### src/rtl/timer_pkg.sv
`default_nettype none
// ============================================================================
// Module   : timer_pkg
// Purpose  : Shared definitions for the countdown-timer display back-end:
//            active-low 7-segment codes, digit slot indices, the BCD
//            converter state encoding and small conversion helpers.
// Ports    : none (package)
// Revision : 1.0 - initial release
// ============================================================================
package timer_pkg;

  // Active-low segment codes, bit7 = dp, bit6 = g ... bit0 = a
  localparam logic [7:0] SEG_0     = 8'hC0;
  localparam logic [7:0] SEG_1     = 8'hF9;
  localparam logic [7:0] SEG_2     = 8'hA4;
  localparam logic [7:0] SEG_3     = 8'hB0;
  localparam logic [7:0] SEG_4     = 8'h99;
  localparam logic [7:0] SEG_5     = 8'h92;
  localparam logic [7:0] SEG_6     = 8'h82;
  localparam logic [7:0] SEG_7     = 8'hF8;
  localparam logic [7:0] SEG_8     = 8'h80;
  localparam logic [7:0] SEG_9     = 8'h90;
  localparam logic [7:0] SEG_D     = 8'hA1;
  localparam logic [7:0] SEG_O     = 8'hA3;
  localparam logic [7:0] SEG_N     = 8'hAB;
  localparam logic [7:0] SEG_E     = 8'h86;
  localparam logic [7:0] SEG_BLANK = 8'hFF;

  // Clearing bit7 lights the decimal point
  localparam logic [7:0] SEG_DP_MASK = 8'h7F;

  // Digit slot indices on the 8-digit panel
  localparam logic [2:0] DIG_SEC_UNITS = 3'd0;
  localparam logic [2:0] DIG_SEC_TENS  = 3'd1;
  localparam logic [2:0] DIG_MIN_UNITS = 3'd2;
  localparam logic [2:0] DIG_MIN_TENS  = 3'd3;
  localparam logic [2:0] DIG_E         = 3'd4;
  localparam logic [2:0] DIG_N         = 3'd5;
  localparam logic [2:0] DIG_O         = 3'd6;
  localparam logic [2:0] DIG_D         = 3'd7;

  // Capture/convert/load sequencing
  typedef enum logic [1:0] {
    IDLE = 2'd0,
    CONV = 2'd1,
    LOAD = 2'd2
  } conv_state_t;

  // Two decimal digits is all the panel can show
  function automatic logic [6:0] clamp99(input logic [6:0] value);
    return (value > 7'd99) ? 7'd99 : value;
  endfunction

  function automatic logic [7:0] bcd_to_seg(input logic [3:0] digit);
    logic [7:0] seg;
    case (digit)
      4'd0:    seg = SEG_0;
      4'd1:    seg = SEG_1;
      4'd2:    seg = SEG_2;
      4'd3:    seg = SEG_3;
      4'd4:    seg = SEG_4;
      4'd5:    seg = SEG_5;
      4'd6:    seg = SEG_6;
      4'd7:    seg = SEG_7;
      4'd8:    seg = SEG_8;
      4'd9:    seg = SEG_9;
      default: seg = SEG_BLANK;
    endcase
    return seg;
  endfunction

endpackage
`default_nettype wire

### src/rtl/bin2bcd_seq.sv
`default_nettype none
// ============================================================================
// Module   : bin2bcd_seq
// Purpose  : Sequential 7-bit binary to two-digit BCD converter. The input is
//            clamped to 99, then 10 is subtracted once per clock while the
//            remainder is 10 or more, counting tens along the way.
// Ports    : clock  - system clock
//            reset  - asynchronous active-high reset
//            start  - latch bin and begin a conversion (wins over a running one)
//            bin    - binary value to convert
//            busy   - conversion in progress
//            valid  - tens/units hold a finished result (held until next start)
//            tens   - BCD tens digit
//            units  - BCD units digit
// Revision : 1.0 - initial release
// ============================================================================
module bin2bcd_seq
  import timer_pkg::*;
(
  input  logic       clock,
  input  logic       reset,
  input  logic       start,
  input  logic [6:0] bin,
  output logic       busy,
  output logic       valid,
  output logic [3:0] tens,
  output logic [3:0] units
);

  logic [6:0] r_rem;
  logic [3:0] r_tens;
  logic       r_active;
  logic       w_ge10;

  assign w_ge10 = (r_rem >= 7'd10);

  always_ff @(posedge clock or posedge reset) begin
    if (reset) begin
      r_rem    <= 7'd0;
      r_tens   <= 4'd0;
      r_active <= 1'b0;
    end else if (start) begin
      r_rem    <= clamp99(bin);
      r_tens   <= 4'd0;
      r_active <= 1'b1;
    end else if (r_active && w_ge10) begin
      r_rem    <= r_rem - 7'd10;
      r_tens   <= r_tens + 4'd1;
    end
  end

  // Once the remainder drops below 10 it is the units digit; result is
  // stable from then until the next start.
  assign busy  = r_active && w_ge10;
  assign valid = r_active && !w_ge10;
  assign tens  = r_tens;
  assign units = r_rem[3:0];

endmodule
`default_nettype wire

### src/rtl/timer_display.sv
`default_nettype none
// ============================================================================
// Module   : timer_display
// Purpose  : Display back-end for the countdown timer. Converts live binary
//            minutes/seconds to BCD and scans an 8-digit common-anode
//            7-segment panel showing MM.SS plus "donE" on the upper digits.
// Ports    : clock   - system clock
//            reset   - asynchronous active-high reset
//            min     - minutes, binary (clamped to 99)
//            sec     - seconds, binary (clamped to 99)
//            blink   - flash the MM.SS digits
//            done    - show "donE" on digits 4..7
//            an      - digit enables, active low
//            dec_cat - segment cathodes, active low (bit7 = dp)
// Revision : 1.0 - initial release
// ============================================================================
module timer_display
  import timer_pkg::*;
#(
  parameter int REFRESH_CNT = 50000,
  parameter int BLINK_SLOTS = 250
) (
  input  logic       clock,
  input  logic       reset,
  input  logic [6:0] min,
  input  logic [6:0] sec,
  input  logic       blink,
  input  logic       done,
  output logic [7:0] an,
  output logic [7:0] dec_cat
);

  localparam int TICK_W  = (REFRESH_CNT > 1) ? $clog2(REFRESH_CNT) : 1;
  localparam int BLINK_W = (BLINK_SLOTS > 1) ? $clog2(BLINK_SLOTS) : 1;
  localparam logic [TICK_W-1:0]  TICK_LAST  = TICK_W'(REFRESH_CNT - 1);
  localparam logic [BLINK_W-1:0] BLINK_LAST = BLINK_W'(BLINK_SLOTS - 1);

  // --------------------------------------------------------------------------
  // Capture and conversion control
  // --------------------------------------------------------------------------
  conv_state_t r_state, w_next_state;
  logic        w_start, w_load;
  logic [6:0]  w_min_clamped, w_sec_clamped;
  logic [6:0]  r_min_cap, r_sec_cap;
  logic        w_min_busy, w_sec_busy, w_min_valid, w_sec_valid;
  logic [3:0]  w_min_tens, w_min_units, w_sec_tens, w_sec_units;
  logic [3:0]  r_min_tens, r_min_units, r_sec_tens, r_sec_units;

  assign w_min_clamped = clamp99(min);
  assign w_sec_clamped = clamp99(sec);

  always_ff @(posedge clock or posedge reset) begin
    if (reset) r_state <= IDLE;
    else       r_state <= w_next_state;
  end

  always_comb begin
    w_next_state = r_state;
    w_start      = 1'b0;
    w_load       = 1'b0;
    case (r_state)
      IDLE: begin
        if ((w_min_clamped != r_min_cap) || (w_sec_clamped != r_sec_cap)) begin
          w_start      = 1'b1;
          w_next_state = CONV;
        end
      end
      CONV: begin
        if (w_min_valid && w_sec_valid && !w_min_busy && !w_sec_busy)
          w_next_state = LOAD;
      end
      LOAD: begin
        w_load       = 1'b1;
        w_next_state = IDLE;
      end
      default: w_next_state = IDLE;
    endcase
  end

  always_ff @(posedge clock or posedge reset) begin
    if (reset) begin
      r_min_cap <= 7'd0;
      r_sec_cap <= 7'd0;
    end else if (w_start) begin
      r_min_cap <= w_min_clamped;
      r_sec_cap <= w_sec_clamped;
    end
  end

  bin2bcd_seq u_min_conv (
    .clock (clock),
    .reset (reset),
    .start (w_start),
    .bin   (w_min_clamped),
    .busy  (w_min_busy),
    .valid (w_min_valid),
    .tens  (w_min_tens),
    .units (w_min_units)
  );

  bin2bcd_seq u_sec_conv (
    .clock (clock),
    .reset (reset),
    .start (w_start),
    .bin   (w_sec_clamped),
    .busy  (w_sec_busy),
    .valid (w_sec_valid),
    .tens  (w_sec_tens),
    .units (w_sec_units)
  );

  // All four digits update together so the panel never shows a mixed value
  always_ff @(posedge clock or posedge reset) begin
    if (reset) begin
      r_min_tens  <= 4'd0;
      r_min_units <= 4'd0;
      r_sec_tens  <= 4'd0;
      r_sec_units <= 4'd0;
    end else if (w_load) begin
      r_min_tens  <= w_min_tens;
      r_min_units <= w_min_units;
      r_sec_tens  <= w_sec_tens;
      r_sec_units <= w_sec_units;
    end
  end

  // --------------------------------------------------------------------------
  // Scan counter and blink phase
  // --------------------------------------------------------------------------
  logic [TICK_W-1:0]  r_tick;
  logic [2:0]         r_idx;
  logic [BLINK_W-1:0] r_blink_cnt;
  logic               r_blink_phase;
  logic               w_scan_tick;

  assign w_scan_tick = (r_tick == TICK_LAST);

  always_ff @(posedge clock or posedge reset) begin
    if (reset) begin
      r_tick <= '0;
      r_idx  <= 3'd0;
    end else if (w_scan_tick) begin
      r_tick <= '0;
      r_idx  <= r_idx + 3'd1;
    end else begin
      r_tick <= r_tick + 1'b1;
    end
  end

  always_ff @(posedge clock or posedge reset) begin
    if (reset) begin
      r_blink_cnt   <= '0;
      r_blink_phase <= 1'b0;
    end else if (!blink) begin
      r_blink_cnt   <= '0;
      r_blink_phase <= 1'b0;
    end else if (w_scan_tick) begin
      if (r_blink_cnt == BLINK_LAST) begin
        r_blink_cnt   <= '0;
        r_blink_phase <= ~r_blink_phase;
      end else begin
        r_blink_cnt   <= r_blink_cnt + 1'b1;
      end
    end
  end

  // --------------------------------------------------------------------------
  // Digit select and segment output registers
  // --------------------------------------------------------------------------
  logic [7:0] w_seg, w_an;
  logic       w_blank;
  logic [7:0] r_an, r_dec_cat;

  always_comb begin
    w_seg   = SEG_BLANK;
    w_blank = 1'b0;
    case (r_idx)
      DIG_SEC_UNITS: w_seg = bcd_to_seg(r_sec_units);
      DIG_SEC_TENS:  w_seg = bcd_to_seg(r_sec_tens);
      DIG_MIN_UNITS: w_seg = bcd_to_seg(r_min_units) & SEG_DP_MASK;
      DIG_MIN_TENS:  w_seg = bcd_to_seg(r_min_tens);
      DIG_E:         w_seg = SEG_E;
      DIG_N:         w_seg = SEG_N;
      DIG_O:         w_seg = SEG_O;
      DIG_D:         w_seg = SEG_D;
      default:       w_seg = SEG_BLANK;
    endcase
    // Upper digits only exist while "donE" is shown; lower ones flash
    if (r_idx >= DIG_E) begin
      if (!done) w_blank = 1'b1;
    end else if (r_blink_phase) begin
      w_blank = 1'b1;
    end
    // A blanked slot also drops its anode so nothing ghosts
    w_an = w_blank ? 8'hFF : ~(8'h01 << r_idx);
    if (w_blank) w_seg = SEG_BLANK;
  end

  always_ff @(posedge clock or posedge reset) begin
    if (reset) begin
      r_an      <= 8'hFF;
      r_dec_cat <= 8'hFF;
    end else begin
      r_an      <= w_an;
      r_dec_cat <= w_seg;
    end
  end

  assign an      = r_an;
  assign dec_cat = r_dec_cat;

endmodule
`default_nettype wire

### config.mk
export PLATFORM = sky130hd
export DESIGN_NAME = timer_display
export DESIGN_NICKNAME = d
export VERILOG_FILES = /design/src/rtl/timer_pkg.sv /design/src/rtl/bin2bcd_seq.sv /design/src/rtl/timer_display.sv
export SDC_FILE = /design/constraint.sdc
export NUM_CORES = 1
export LEC_CHECK = 0
export ABC_CLOCK_PERIOD_IN_PS = 4500
export CORE_UTILIZATION = 60
export DETAILED_ROUTE_END_ITERATION = 7
export HOLD_SLACK_MARGIN = 0.05
export PLACE_DENSITY = 0.85
export SYNTH_ARGS = -nofsm -noshare
export SYNTH_HDL_FRONTEND = slang
export SYNTH_SLANG_ARGS = --single-unit
### constraint.sdc
create_clock -name clock -period 4.5 [get_ports clock]
set_input_delay 0.9 -clock clock [delete_from_list [all_inputs] [get_ports clock]]
set_output_delay 0.9 -clock clock [all_outputs]
set_load 0.03 [all_outputs]
# Word level (Yosys, flattened, before mapping)
# Memory sizes are Yosys's and may differ from the RTL's.
# Index checks and enable logic that the tools add are counted.
totals:
  rom_bits: 448
  regBits: 99
  n_memories: 4
  in_bits: 18
  out_inout_bits: 16
op_classes:
  addsub: 7
  n_shift: 1
  magnitude_cmp: 7
  n_eq_ne: 17
  reduce_logical: 18
  mux: 31
  bitwise: 2
memory_table:
  columns: ["name", "depth", "word_bits", "read_ports", "rd_ports_with_merged_regs", "write_ports", "line_no", "rtl"]
  rows:
  - ["(name not given)", 16, 7, 1, 0, 0, "timer_pkg.sv:56", "case (digit)"]
  - ["(name not given)", 16, 7, 1, 0, 0, "timer_pkg.sv:56", null]
  - ["(name not given)", 16, 7, 1, 0, 0, "timer_pkg.sv:56", null]
  - ["(name not given)", 16, 7, 1, 0, 0, "timer_pkg.sv:56", null]
ops:
  columns: ["cell", "count"]
  rows:
  - ["case mux 8 bit (8 select lines)", 1]
  - ["2-to-1 mux 7 bit", 8]
  - ["2-to-1 mux 8 bit", 5]
  - ["greater-than comparator 7 bit, second input constant", 4]
  - ["adder 16 x 1 -> 16 bit, second input constant", 1]
  - ["equality test 16 bit, second input constant", 1]
  - ["2-to-1 mux 16 bit", 1]
  - ["2-to-1 mux 4 bit", 4]
  - ["greater-or-equal comparator 7 x 4 -> 1 bit, second input constant", 2]
  - ["!= test 7 bit", 2]
  - ["subtractor 7 x 4 -> 7 bit, second input constant", 2]
  - ["equality test 3 bit, second input constant", 4]
  - ["2-to-1 mux 1 bit", 9]
  - ["adder 4 x 1 -> 4 bit, second input constant", 2]
  - ["adder 8 x 1 -> 8 bit, second input constant", 1]
  - ["equality test 8 bit, second input constant", 1]
  - ["NOT 8 bit", 1]
  - ["left shift 1 x 3 -> 8 bit, first input constant", 1]
  - ["logical AND 1 bit", 7]
  - ["equality test 3 x 2 -> 1 bit, second input constant", 2]
  - ["zero test 1 bit", 4]
  - ["2-to-1 mux 2 bit", 2]
  - ["!= test 2 x 1 -> 1 bit, second input constant", 2]
  - ["!= test 2 bit, second input constant", 2]
  - ["other kinds (12)", 14]

# Depth between registers and ports, before layout
# Gate-level depths: netlist of the first run.
logic_depth:
  depth_word: 8
  depth_mapped: 9
  ltp_nobuf: 8

# Modules after synthesis
# From an unflattened synthesis of the first run, not the netlist that was laid out.
unflattened:
  cells_unflattened: 612
  hier_area_um2: 5974.5
modules_own_cells:
  columns: ["mod", "cells_each", "area_per_inst_um2", "instances"]
  rows:
  - ["timer_display", 454, 4458.0, 1]
  - ["bin2bcd_seq", 79, 758.2, 2]

# Worst setup path after synthesis of the first run
# OpenSTA, ideal clock, no wires.
synth_path:
  path_kind: "input to register"
  startpoint: "in min[3]"
  endpoint: "reg r_min_cap[2]"
  setup_time_ns: 0.125
  arrival_ns: 2.513
  stages: 8
  setup_slack_ns: 1.862
  path_buffers: 2
  cell_sequence: "o311a_1 or3_1 a22oi_1 nand4_1 nand2b_1 buf_6 buf_12 mux2_4"
synth_between:
  elab_chain_cells: 6
synth_lines:
  columns: ["item", "line_no", "rtl"]
  rows:
  - ["start, declared", "timer_display.sv:25", "input logic [6:0] min,"]
  - ["greater-than comparator 7 bit", "timer_pkg.sv:51", "return (value > 7'd99) ? 7'd99 : value;"]
  - ["2-to-1 mux 7 bit (*)", "timer_pkg.sv:51", null]
  - ["!= test 7 bit", "timer_display.sv:63", "if ((w_min_clamped != r_min_cap) || (w_sec_clamped != r_sec_cap)) begin"]
  - ["logical OR 1 bit", "timer_display.sv:63", null]
  - ["2-to-1 mux 1 bit", "timer_display.sv:63", null]
  - ["2-to-1 mux 1 bit", "timer_display.sv:61", "case (r_state)"]
  - ["end signal, assigned", "timer_display.sv:85", "r_min_cap <= w_min_clamped;"]
  - ["end, declared", "timer_display.sv:44", "logic [6:0] r_min_cap, r_sec_cap;"]
# Mark *: on every way between the ends. The rest lies on a longest branch, timed or not.
# A chain may end at the register's enable or synchronous reset.

# Worst setup path in the final report of the first run
layout_path:
  startpoint: "in min[4]"
  endpoint: "reg u_min_conv.r_rem[2]"
layout_between:
  elab_chain_cells: 7
  word_cells_on_any_way: 10
  cone_classes: "2 x order compare; 1 x eq/ne; 5 x mux; 2 x reduce/logical"
layout_lines:
  columns: ["item", "line_no", "rtl"]
  rows:
  - ["greater-than comparator 7 bit", "timer_pkg.sv:51", null]
  - ["2-to-1 mux 7 bit (*)", "timer_pkg.sv:51", null]
  - ["parallel branches: the longest is 5 deep, another holds greater-than comparator 7 bit", null, null]
  - ["end signal, assigned", "bin2bcd_seq.sv:43", "r_rem <= clamp99(bin);"]
  - ["end signal, assigned", "bin2bcd_seq.sv:47", "r_rem <= r_rem - 7'd10;"]
  - ["end, declared", "bin2bcd_seq.sv:30", "logic [6:0] r_rem;"]
# Every way passes the cells marked *.

==> results of run 1 <==
power groups by stage:
stage	Combinational (mW)	Sequential [mW]	Clock (mW)
6_report	1.19	1.35	0.648
5_1_grt	1.32	1.38	0.701
4_1_cts	1.19	1.35	0.661
3_5_place_dp	1.17	1.36	0
3_3_place_gp	1.11	1.34	0
2_1_floorplan	0.977	1.29	0
stage by stage:
stage	std cells	power [mW]	utilization [%]	setup WS, ns
finish	723	3.183	68.23	1.138
detailed placement	707	2.526	65.77	0.7870
global placement	707	2.451	65.77	0.9066
CTS	723	3.195	68.23	1.167
floorplan	582	2.272	-	1.036
global route	723	3.406	68.23	1.017
cell type report:
class,count,area share [%]
Inverter,34,2.054
Clock inverter,7,1.635
Tap cell,111,2.213
Timing Repair Buffer,36,5.823
Sequential cell,99,39.80
Clock buffer,9,1.974
Multi-Input combinational cell,427,46.50
flip-flops by register name, summed over array words and instances, names as in the netlist:
name                 flops
dec_cat                  8
u_sec_conv.tens          4
r_sec_units              4
u_sec_conv.r_active      1
u_min_conv.r_rem         7
r_min_cap                7
r_min_units              4
u_sec_conv.r_rem         7
r_sec_cap                7
an                       8
u_min_conv.tens          4
r_blink_cnt              8
r_blink_phase            1
r_state                  2
r_tick                  16
r_sec_tens               4
r_min_tens               4
r_idx                    3
how the worst max path moves through the flow:
stage | startpoint | slack [ns] | endpoint
global route | min[4] | 1.02 | u_min_conv.r_rem[2]$_DFFE_PP0P_
detailed placement | min[4] | 0.79 | r_sec_cap[2]$_DFFE_PP0N_
CTS | min[4] | 1.17 | u_min_conv.r_rem[2]$_DFFE_PP0P_
finish | min[4] | 1.14 | u_min_conv.r_rem[2]$_DFFE_PP0P_
floorplan | reset | 1.04 | r_blink_cnt[0]$_DFFE_PP0P_
global placement | min[4] | 0.91 | u_sec_conv.r_rem[6]$_DFFE_PP0P_
synthesized netlist by cell type (7+ instances only):
library cell / count / area [um^2]
mux2_2: 18 / 202.7
xnor2_1: 18 / 157.7
o21ai_0: 47 / 235.2
inv_1: 34 / 127.6
nor3_1: 14 / 70.07
xor2_1: 13 / 113.9
nand2b_1: 7 / 43.79
dfrtp_1: 83 / 2077
a21oi_1: 27 / 135.1
or3_1: 10 / 62.56
mux2_4: 11 / 165.2
nor2_1: 41 / 153.9
clkbuf_1: 16 / 60.06
ha_1: 36 / 450.4
mux2i_1: 14 / 140.1
dfstp_2: 16 / 420.4
nand3_1: 22 / 110.1
nand4_1: 11 / 68.82
nand2_1: 58 / 217.7
and2_1: 15 / 93.84
cells by family after synthesis:
family | after synthesis
AO/OA/AOI/OAI | 115
XOR/XNOR | 31
adder cells (fa/ha/maj) | 36
buffers and inverters | 56
flip-flops | 99
multiplexers | 43
AND/OR/NAND/NOR | 202
worst reg2reg max path, cell delays in order (launching register included):
cell	delay, ns
dfrtp_1	0.42
ha_1	0.23
nand3_1	0.16
nor4_1	0.35
and4_1	0.67
nand2_1	0.20
or3_1	0.37
a21boi_0	0.17
layer usage:
layer  up-vias  global-route usage [%]  wire length (um)
met1      2058                   29.20              4704
met5         -                       0                 0
met2       104                   40.99              5520
met4         0                   10.63               238
li1       2065                       -                 -
met3        26                   4.708               434
==> metrics.txt, run 1 <==
Setup CP Type in2reg; global-route wire length before repair 18700 um; CTS sink cnt 99; Vias 4253; Max Fclk 297.5 MHz; worst vdd ir 282.9 uV; Initial Util 61.63%; Synth Area in Compound Gates 12.32%; Final ANT Viol Nets 0; worst skew pair latency 0.37 ns; DR vias/cell 5.882; dpl cell area 0.006048 mm^2; Post-Syn Nets 636; gpl congestion 0.8727; Power Internal 2.051 mW; Cell Pwr Density 507.2 mW/mm^2; register area 0.002497 mm^2; ys async rst share 100.0%; final design area excluding fillers 0.006275 mm^2; grt total ovfl 0; Worst Hold Depth 1; switching pwr 1.131 mW; Avg Inst Size Synth 9.739 um^2; Relative slew margins 30.57%; DPL Wire Length 7856 um; vias in the first global route 4237; max-cap viol count 0; CP max FO 26; nets@finish 661; DRT Pass-1 Iters 5; IO Pins 34; clock buffer depth 2; Synth Cell Area 0.005668 mm^2; most frequent cells in the layout dfrtp_1, nand2_1, o21ai_0, nor2_1, ha_1; initial antenna violation count 0; worst min-delay path category reg2reg; die height 99.20 um; Worst Hold End r_state[0]$_DFFE_PP0P_; wire per inst 15.07 um; Tmin final 3.362 ns; post-synthesis sequential area ratio 44.06%; GRT Overall Usage 23.81%; row count 35; hold_buf cts 0; most common cell after layout, fill and taps aside dfrtp_1; CP Cell Sequence clkdlybuf4s50_1 > o311a_1 > or3_1 > a22oi_1 > nand4_1 > nand2b_1 > buf_12 > mux2_2; reg2reg end r_blink_cnt[4]$_DFFE_PP0P_; power share of the clock group 20.4%; critical path buffer and inverter count 2; CTS tree done; Post-synth top flop dfrtp_1; FILL cells 694; final WL 10900 um; cts bufs inserted 9; area of the multi-input gates 0.002918 mm^2; Slew @ Worst Pin 1.040 ns; Ant. Diodes 0; Area Growth Syn to Fin 10.71%; Clock transition at path regs 0.10 ns; final setup TNS 0 ns; Root Driver clkbuf_8; crit start category input port; Port Buffers 33; hold slack 0.4705 ns; outcome finished clean; Synth cell types 54; RSZ-0062 raised after global routing false; Seq cells post-synth 99; H-tree levels 3; cell family with most CP delay simple AND/OR/NAND/NOR gates; CP required 4.76 ns; EDFF count, synth 0; Post-Syn Instances 582; Comb power frac 37.3%; post-synthesis simple-gate area fraction 17.46%; Yosys warning count 0; R2R cell count 7; largest net degree at the start of global routing 63; CP arrival 3.62 ns; initial DRC count 200; largest family of logic cells by synthesized area simple AND/OR/NAND/NOR gates; Die ar. 0.009840 mm^2; Synth Area in XOR/XNOR 4.790%; Synth Area in Adders 7.947%; CORE AREA 0.009196 mm^2; reg-to-reg startpoint r_tick[0]$_DFF_PP0_; Leakage 2.855 nW; sequential share of power 42.4%; Crit path largest cell delay 0.50 ns; WP depth 8; Die Width 99.20 um; Tcrit/Tclk final 74.70%; Sw Share 35.55%; hold wc startpoint r_state[1]$_DFFE_PP0P_; proportion of layout cells with a drive suffix above 1 11.76%; slowest stage cell on the critical path clkdlybuf4s50_1; Clock Skew 0.009388 ns; max-slew violations 0; CP Capture Type flop; endpoints failing setup 0; PostCTS Resize Cnt 0; register-to-register setup slack 1.86 ns; final hold vios 0; mux cell area share after synthesis 8.962%; DRC viols 0; post-CTS setup buffer count 0
Note: power is estimated with default switching activity, not from simulation.
==> inputs of run 2 (changes only) <==
Settings changed: ABC_CLOCK_PERIOD_IN_PS 4500 to 3050, CORE_UTILIZATION 60 to 54, PLACE_DENSITY 0.85 to 0.81.
Clock period 4.5 ns to 3.05 ns, I/O delays scaled along.
==> run 2 against run 1 <==
  * Final cell count up 4.4%
  * First-iteration DRC count down 2.5%
  * Final area up 1.4%
  * Critical path depth up 1
  * Sequential power up 47%
  * Total power up 45%
  * Via count down 0.54%
  * Utilization down 6.1 points
  * Critical endpoint is now u_min_conv.r_rem[4]$_DFFE_PP0P_
==> metrics.txt, run 2 (synthesized netlist as in run 1, its figures left out) <==
cts bufs inserted 9 (unchanged); FILL cells 815 (was 694); Port Buffers 33 (unchanged); CP Capture Type flop (unchanged); die height 104.5 um (was 99.20 um); reg-to-reg startpoint r_tick[0]$_DFF_PP0_ (unchanged); Vias 4230 (was 4253); hold slack 0.4825 ns (was 0.4705 ns); most common cell after layout, fill and taps aside dfrtp_1 (unchanged); DRT Pass-1 Iters 4 (was 5); Setup CP Type in2reg (unchanged); GRT Overall Usage 20.48% (was 23.81%); max-cap viol count 0 (unchanged); CTS sink cnt 99 (unchanged); Comb power frac 37.6% (was 37.3%); dpl cell area 0.006147 mm^2 (was 0.006048 mm^2); final hold vios 0 (unchanged); cell family with most CP delay buffers and inverters (was simple AND/OR/NAND/NOR gates); DR vias/cell 5.603 (was 5.882); CP Cell Sequence clkdlybuf4s50_1 > o311a_1 > or3_1 > a22oi_1 > nand4_1 > nand2b_1 > buf_4 > buf_4 > mux2i_1 (was clkdlybuf4s50_1 > o311a_1 > or3_1 > a22oi_1 > nand4_1 > nand2b_1 > buf_12 > mux2_2); crit start category input port (unchanged); DPL Wire Length 7750 um (was 7856 um); CTS tree done (unchanged); Tcrit/Tclk final 85.06%; sequential share of power 43.0% (was 42.4%); max-slew violations 0 (unchanged); Final ANT Viol Nets 0 (unchanged); Root Driver clkbuf_8 (unchanged); hold wc startpoint r_tick[9]$_DFF_PP0_ (was r_state[1]$_DFFE_PP0P_); final setup TNS 0 ns (unchanged); CORE AREA 0.01023 mm^2 (was 0.009196 mm^2); Die Width 104.5 um (was 99.20 um); reg2reg end r_blink_cnt[3]$_DFFE_PP0P_ (was r_blink_cnt[4]$_DFFE_PP0P_); hold_buf cts 0 (unchanged); switching pwr 1.655 mW (was 1.131 mW); R2R cell count 7 (unchanged); endpoints failing setup 0 (unchanged); H-tree levels 3 (unchanged); worst skew pair latency 0.37 ns (about the same); power share of the clock group 19.5% (was 20.4%); crit path launch min[3] (was min[4]); Overall Power 4.626 mW (was 3.183 mW); post-CTS setup buffer count 0 (unchanged); worst min-delay path category reg2reg (unchanged); initial antenna violation count 0 (unchanged); Area Growth Syn to Fin 12.23% (was 10.71%); Crit path largest cell delay 0.44 ns (was 0.50 ns); proportion of layout cells with a drive suffix above 1 12.76% (was 11.76%); most frequent cell on the critical path buf_4; register area 0.002497 mm^2 (unchanged); Tmin final 2.594 ns; Cell Pwr Density 727.3 mW/mm^2 (was 507.2 mW/mm^2); Max Fclk 385.5 MHz; worst vdd ir 411.2 uV (was 282.9 uV); area of the multi-input gates 0.002918 mm^2 (unchanged); Ant. Diodes 0 (unchanged); most frequent cells in the layout dfrtp_1, nand2_1, o21ai_0, nor2_1, ha_1 (unchanged); vias in the first global route 4122 (was 4237); RSZ-0062 raised after global routing false (unchanged); global-route wire length before repair 18150 um (was 18700 um); Relative slew margins 46.64% (was 30.57%); clock buffer depth 2 (unchanged); gpl congestion 0.8823 (was 0.8727); register-to-register setup slack 0.71 ns (was 1.86 ns); IO Pins 34 (unchanged); Clock transition at path regs 0.10 ns (about the same); DRC viols 0 (unchanged); largest net degree at the start of global routing 100 (was 63); Final Core Density 62.17% (was 68.23%); Sw Share 35.77% (was 35.55%); final design area excluding fillers 0.006361 mm^2 (was 0.006275 mm^2); Die ar. 0.01091 mm^2 (was 0.009840 mm^2); PostCTS Resize Cnt 0 (unchanged); Leakage 2.888 nW (was 2.855 nW); Worst Setup EP u_min_conv.r_rem[4]$_DFFE_PP0P_ (was u_min_conv.r_rem[2]$_DFFE_PP0P_); wire per inst 14.01 um (was 15.07 um); Initial Util 55.40% (was 61.63%); Power Internal 2.971 mW (was 2.051 mW); row count 37 (was 35); final WL 10580 um (was 10900 um); grt total ovfl 0 (unchanged); nets@finish 668 (was 661); WP depth 9 (was 8); number of flip-flops in the largest register 16 (unchanged); slowest stage cell on the critical path clkdlybuf4s50_1 (unchanged); critical path buffer and inverter count 3 (was 2); CP arrival 2.88 ns (was 3.62 ns); Top reg by flops r_tick (unchanged); CP max FO 8 (was 26); outcome finished clean (unchanged); CP required 3.33 ns (was 4.76 ns); Slew @ Worst Pin 0.8003 ns (was 1.040 ns); initial DRC count 195 (was 200); Clock Skew 0.01718 ns (was 0.009388 ns)
[run 2: layout make-up]
type	count	share of cell area (%)
flip-flops and latches	99	39.26
clock inverters	7	1.416
well taps	136	2.675
clock buffers	9	1.947
repair buffers	43	6.766
inverters	34	2.065
multi-input cells	427	45.87
[run 2: worst min path at each step]
stage,end,cells past startpoint
after floorplan,r_state[0]$_DFFE_PP0P_,1
after global placement,r_state[0]$_DFFE_PP0P_,1
after detailed placement,r_tick[9]$_DFF_PP0_,1
after CTS,r_state[0]$_DFFE_PP0P_,1
after global routing,r_state[0]$_DFFE_PP0P_,1
final,r_tick[9]$_DFF_PP0_,1
[run 2: metal layers]
metal  up-vias  share of wire (%)  global-route usage (%)
met5         -                  0                       0
li1       2074                  -                       -
met3        19                3.6                   3.822
met1      2031                 46                   26.46
met4         0                2.0                   7.857
met2       106                 49                   34.11
[run 2: power by group through the flow]
stage               logic [mW]  clock network (mW)  registers, mW
finish                    1.74               0.900           1.99
global route              1.95               0.982           2.04
CTS                       1.75               0.926           1.98
detailed placement        1.73                   0           2.00
global placement          1.65                   0           1.98
floorplan                 1.44                   0           1.91
[run 2: stage by stage]
step | setup WS, ns | cells
final | 0.4557 | 755
after global routing | 0.3217 | 755
after CTS | 0.4661 | 755
after detailed placement | 0.09833 | 739
after global placement | 0.1357 | 739
after floorplan | 0.7018 | 582
[run 2: worst register-to-register path, delay by kind of cell (launching register included)]
| family | cells | cell delay, ns |
|---|---|---|
| and+or+nand+nor | 5 | 1.52 |
| DFF | 1 | 0.43 |
| adders and majority gates | 1 | 0.24 |
| muxes | 1 | 0.12 |
==> inputs of run 3 (changes only) <==
Settings changed: CORE_UTILIZATION 54 to 55, CTS_BUF_LIST set to sky130_fd_sc_hd__clkbuf_2 sky130_fd_sc_hd__clkbuf_4 sky130_fd_sc_hd__clkbuf_8, PLACE_DENSITY 0.81 to 0.83.
==> run 3 against run 2 <==
  * Wire length rose by 1.1%
  * Non-clock buffer count rose by 2
  * Critical path depth fell by 1
  * Utilization rose by 2.4 points
  * Clock-buffer cell count rose by 1
  * Maximum frequency fell by 3.2%
  * Critical path type unchanged
==> metrics.txt, run 3 (synthesized netlist as in run 1, its figures left out) <==
DP Worst Slack 0.008952 ns (was 0.09833 ns); FILL cells 771 (was 815); worst skew pair latency 0.38 ns (was 0.37 ns); number of flip-flops in the largest register 16 (unchanged); Worst Setup EP u_min_conv.r_rem[2]$_DFFE_PP0P_ (was u_min_conv.r_rem[4]$_DFFE_PP0P_); die height 103.5 um (was 104.5 um); worst vdd ir 471.8 uV (was 411.2 uV); Relative slew margins 45.53% (was 46.64%); reg-to-reg startpoint r_tick[0]$_DFF_PP0_ (unchanged); CTS sink cnt 99 (unchanged); Ant. Diodes 0 (unchanged); Setup CP Type in2reg (unchanged); Clock Skew 0.01396 ns (was 0.01718 ns); max-cap viol count 0 (unchanged); DR vias/cell 5.699 (was 5.603); post-CTS setup buffer count 0 (unchanged); final setup TNS 0 ns (unchanged); crit path launch min[3] (unchanged); Die ar. 0.01072 mm^2 (was 0.01091 mm^2); Cell Pwr Density 727.0 mW/mm^2 (was 727.3 mW/mm^2); nets@finish 670 (was 668); Tmin final 2.681 ns (was 2.594 ns); Vias 4297 (was 4230); dpl cells 738 (was 739); fin worst setup slack 0.3690 ns (was 0.4557 ns); Clock transition at path regs 0.10 ns (about the same); IO Pins 34 (unchanged); clock buffer depth 2 (unchanged); Slew @ Worst Pin 0.8170 ns (was 0.8003 ns); Die Width 103.5 um (was 104.5 um); hold slack 0.4880 ns (was 0.4825 ns); cts bufs inserted 9 (unchanged); Overall Power 4.630 mW (was 4.626 mW); DRC viols 0 (unchanged); Leakage 2.892 nW (was 2.888 nW); PostCTS Resize Cnt 0 (unchanged); Max Fclk 373.0 MHz (was 385.5 MHz); H-tree levels 3 (unchanged); Initial Util 57.46% (was 55.40%); reg2reg end r_blink_cnt[5]$_DFFE_PP0P_ (was r_blink_cnt[3]$_DFFE_PP0P_); most common cell after layout, fill and taps aside dfrtp_1 (unchanged); DRT Pass-1 Iters 5 (was 4); Area Growth Syn to Fin 12.36% (was 12.23%); most frequent cells in the layout dfrtp_1, nand2_1, o21ai_0, nor2_1, ha_1 (unchanged); final design area excluding fillers 0.006369 mm^2 (was 0.006361 mm^2); Tcrit/Tclk final 87.90% (was 85.06%); wire per inst 14.18 um (was 14.01 um); RSZ-0062 raised after global routing false (unchanged); largest net degree at the start of global routing 56 (was 100); Port Buffers 33 (unchanged); CORE AREA 0.009864 mm^2 (was 0.01023 mm^2); initial antenna violation count 0 (unchanged); worst min-delay path category reg2reg (unchanged); Root Driver clkbuf_8 (unchanged); Top reg by flops r_tick (unchanged); final hold vios 0 (unchanged); post-route non-filler standard cell count 754 (was 755); row count 36 (was 37); global-route wire length before repair 18200 um (was 18150 um); DPL Wire Length 7760 um (was 7750 um); Final ANT Viol Nets 0 (unchanged); vias in the first global route 4100 (was 4122); CP arrival 2.94 ns (was 2.88 ns); outcome finished clean (unchanged); grt total ovfl 0 (unchanged); CTS tree done (unchanged); CP required 3.31 ns (was 3.33 ns); R2R cell count 7 (unchanged); register-to-register setup slack 0.71 ns (about the same); final WL 10690 um (was 10580 um); Final Core Density 64.56% (was 62.17%); hold_buf cts 0 (unchanged); CP Capture Type flop (unchanged); proportion of layout cells with a drive suffix above 1 13.04% (was 12.76%); GRT Overall Usage 20.83% (was 20.48%); max-slew violations 0 (unchanged); CP max FO 33 (was 8); crit start category input port (unchanged); dpl cell area 0.006158 mm^2 (was 0.006147 mm^2); initial DRC count 160 (was 195); endpoints failing setup 0 (unchanged); gpl congestion 0.9667 (was 0.8823)
-- run 3: changes by cell type in the layout (fill, tap and decap cells not counted) --
cell / before / now
inv_8: 3 / 0
clkbuf_8: 9 / 10
buf_4: 8 / 10
clkinv_4: 1 / 2
clkinvlp_4: 1 / 2
-- run 3: how the worst min path moves through the flow --
stage | start | to | slack [ns] | cells past startpoint
final | r_tick[9]$_DFF_PP0_ | r_tick[9]$_DFF_PP0_ | 0.49 | 1
after global routing | r_state[1]$_DFFE_PP0P_ | r_state[0]$_DFFE_PP0P_ | 0.52 | 1
after CTS | r_tick[9]$_DFF_PP0_ | r_tick[9]$_DFF_PP0_ | 0.50 | 1
after detailed placement | r_state[1]$_DFFE_PP0P_ | r_state[0]$_DFFE_PP0P_ | 0.48 | 1
after global placement | r_tick[9]$_DFF_PP0_ | r_tick[9]$_DFF_PP0_ | 0.47 | 1
after floorplan | r_state[1]$_DFFE_PP0P_ | r_state[0]$_DFFE_PP0P_ | 0.43 | 1
-- run 3: area by class of cell --
class	count	area [um^2]	share of cell area, %
Clock buffer	10	137.6	2.161
Clock inverter	6	72.57	1.139
Inverter	34	131.4	2.063
Multi-Input combinational cell	427	2918	45.82
Sequential cell	99	2497	39.21
Tap cell	133	166.4	2.613
Timing Repair Buffer	45	445.4	6.994
-- run 3: metal layers --
| layer | share of wire [%] | GRT usage (%) |
|---|---|---|
| met1 | 45 | 26.60 |
| met2 | 48 | 34.66 |
| met3 | 4.0 | 3.398 |
| met4 | 2.4 | 9.834 |
| met5 | 0 | 0 |
-- run 3: where the power goes --
part	internal [mW]	switching (mW)	leakage, nW
combinational	0.910	0.841	1.56
sequential	1.65	0.338	1.23
clock	0.410	0.479	0.103
total	2.97	1.66	2.89
-- run 3: worst max-delay path, stage by stage --
cell and delay, ns:
clkdlybuf4s50_1 0.46, o311a_1 0.40, or3_1 0.33, a22oi_1 0.23, nand4_1 0.14, nand2b_1 0.16, buf_12 0.24, mux2_2 0.36
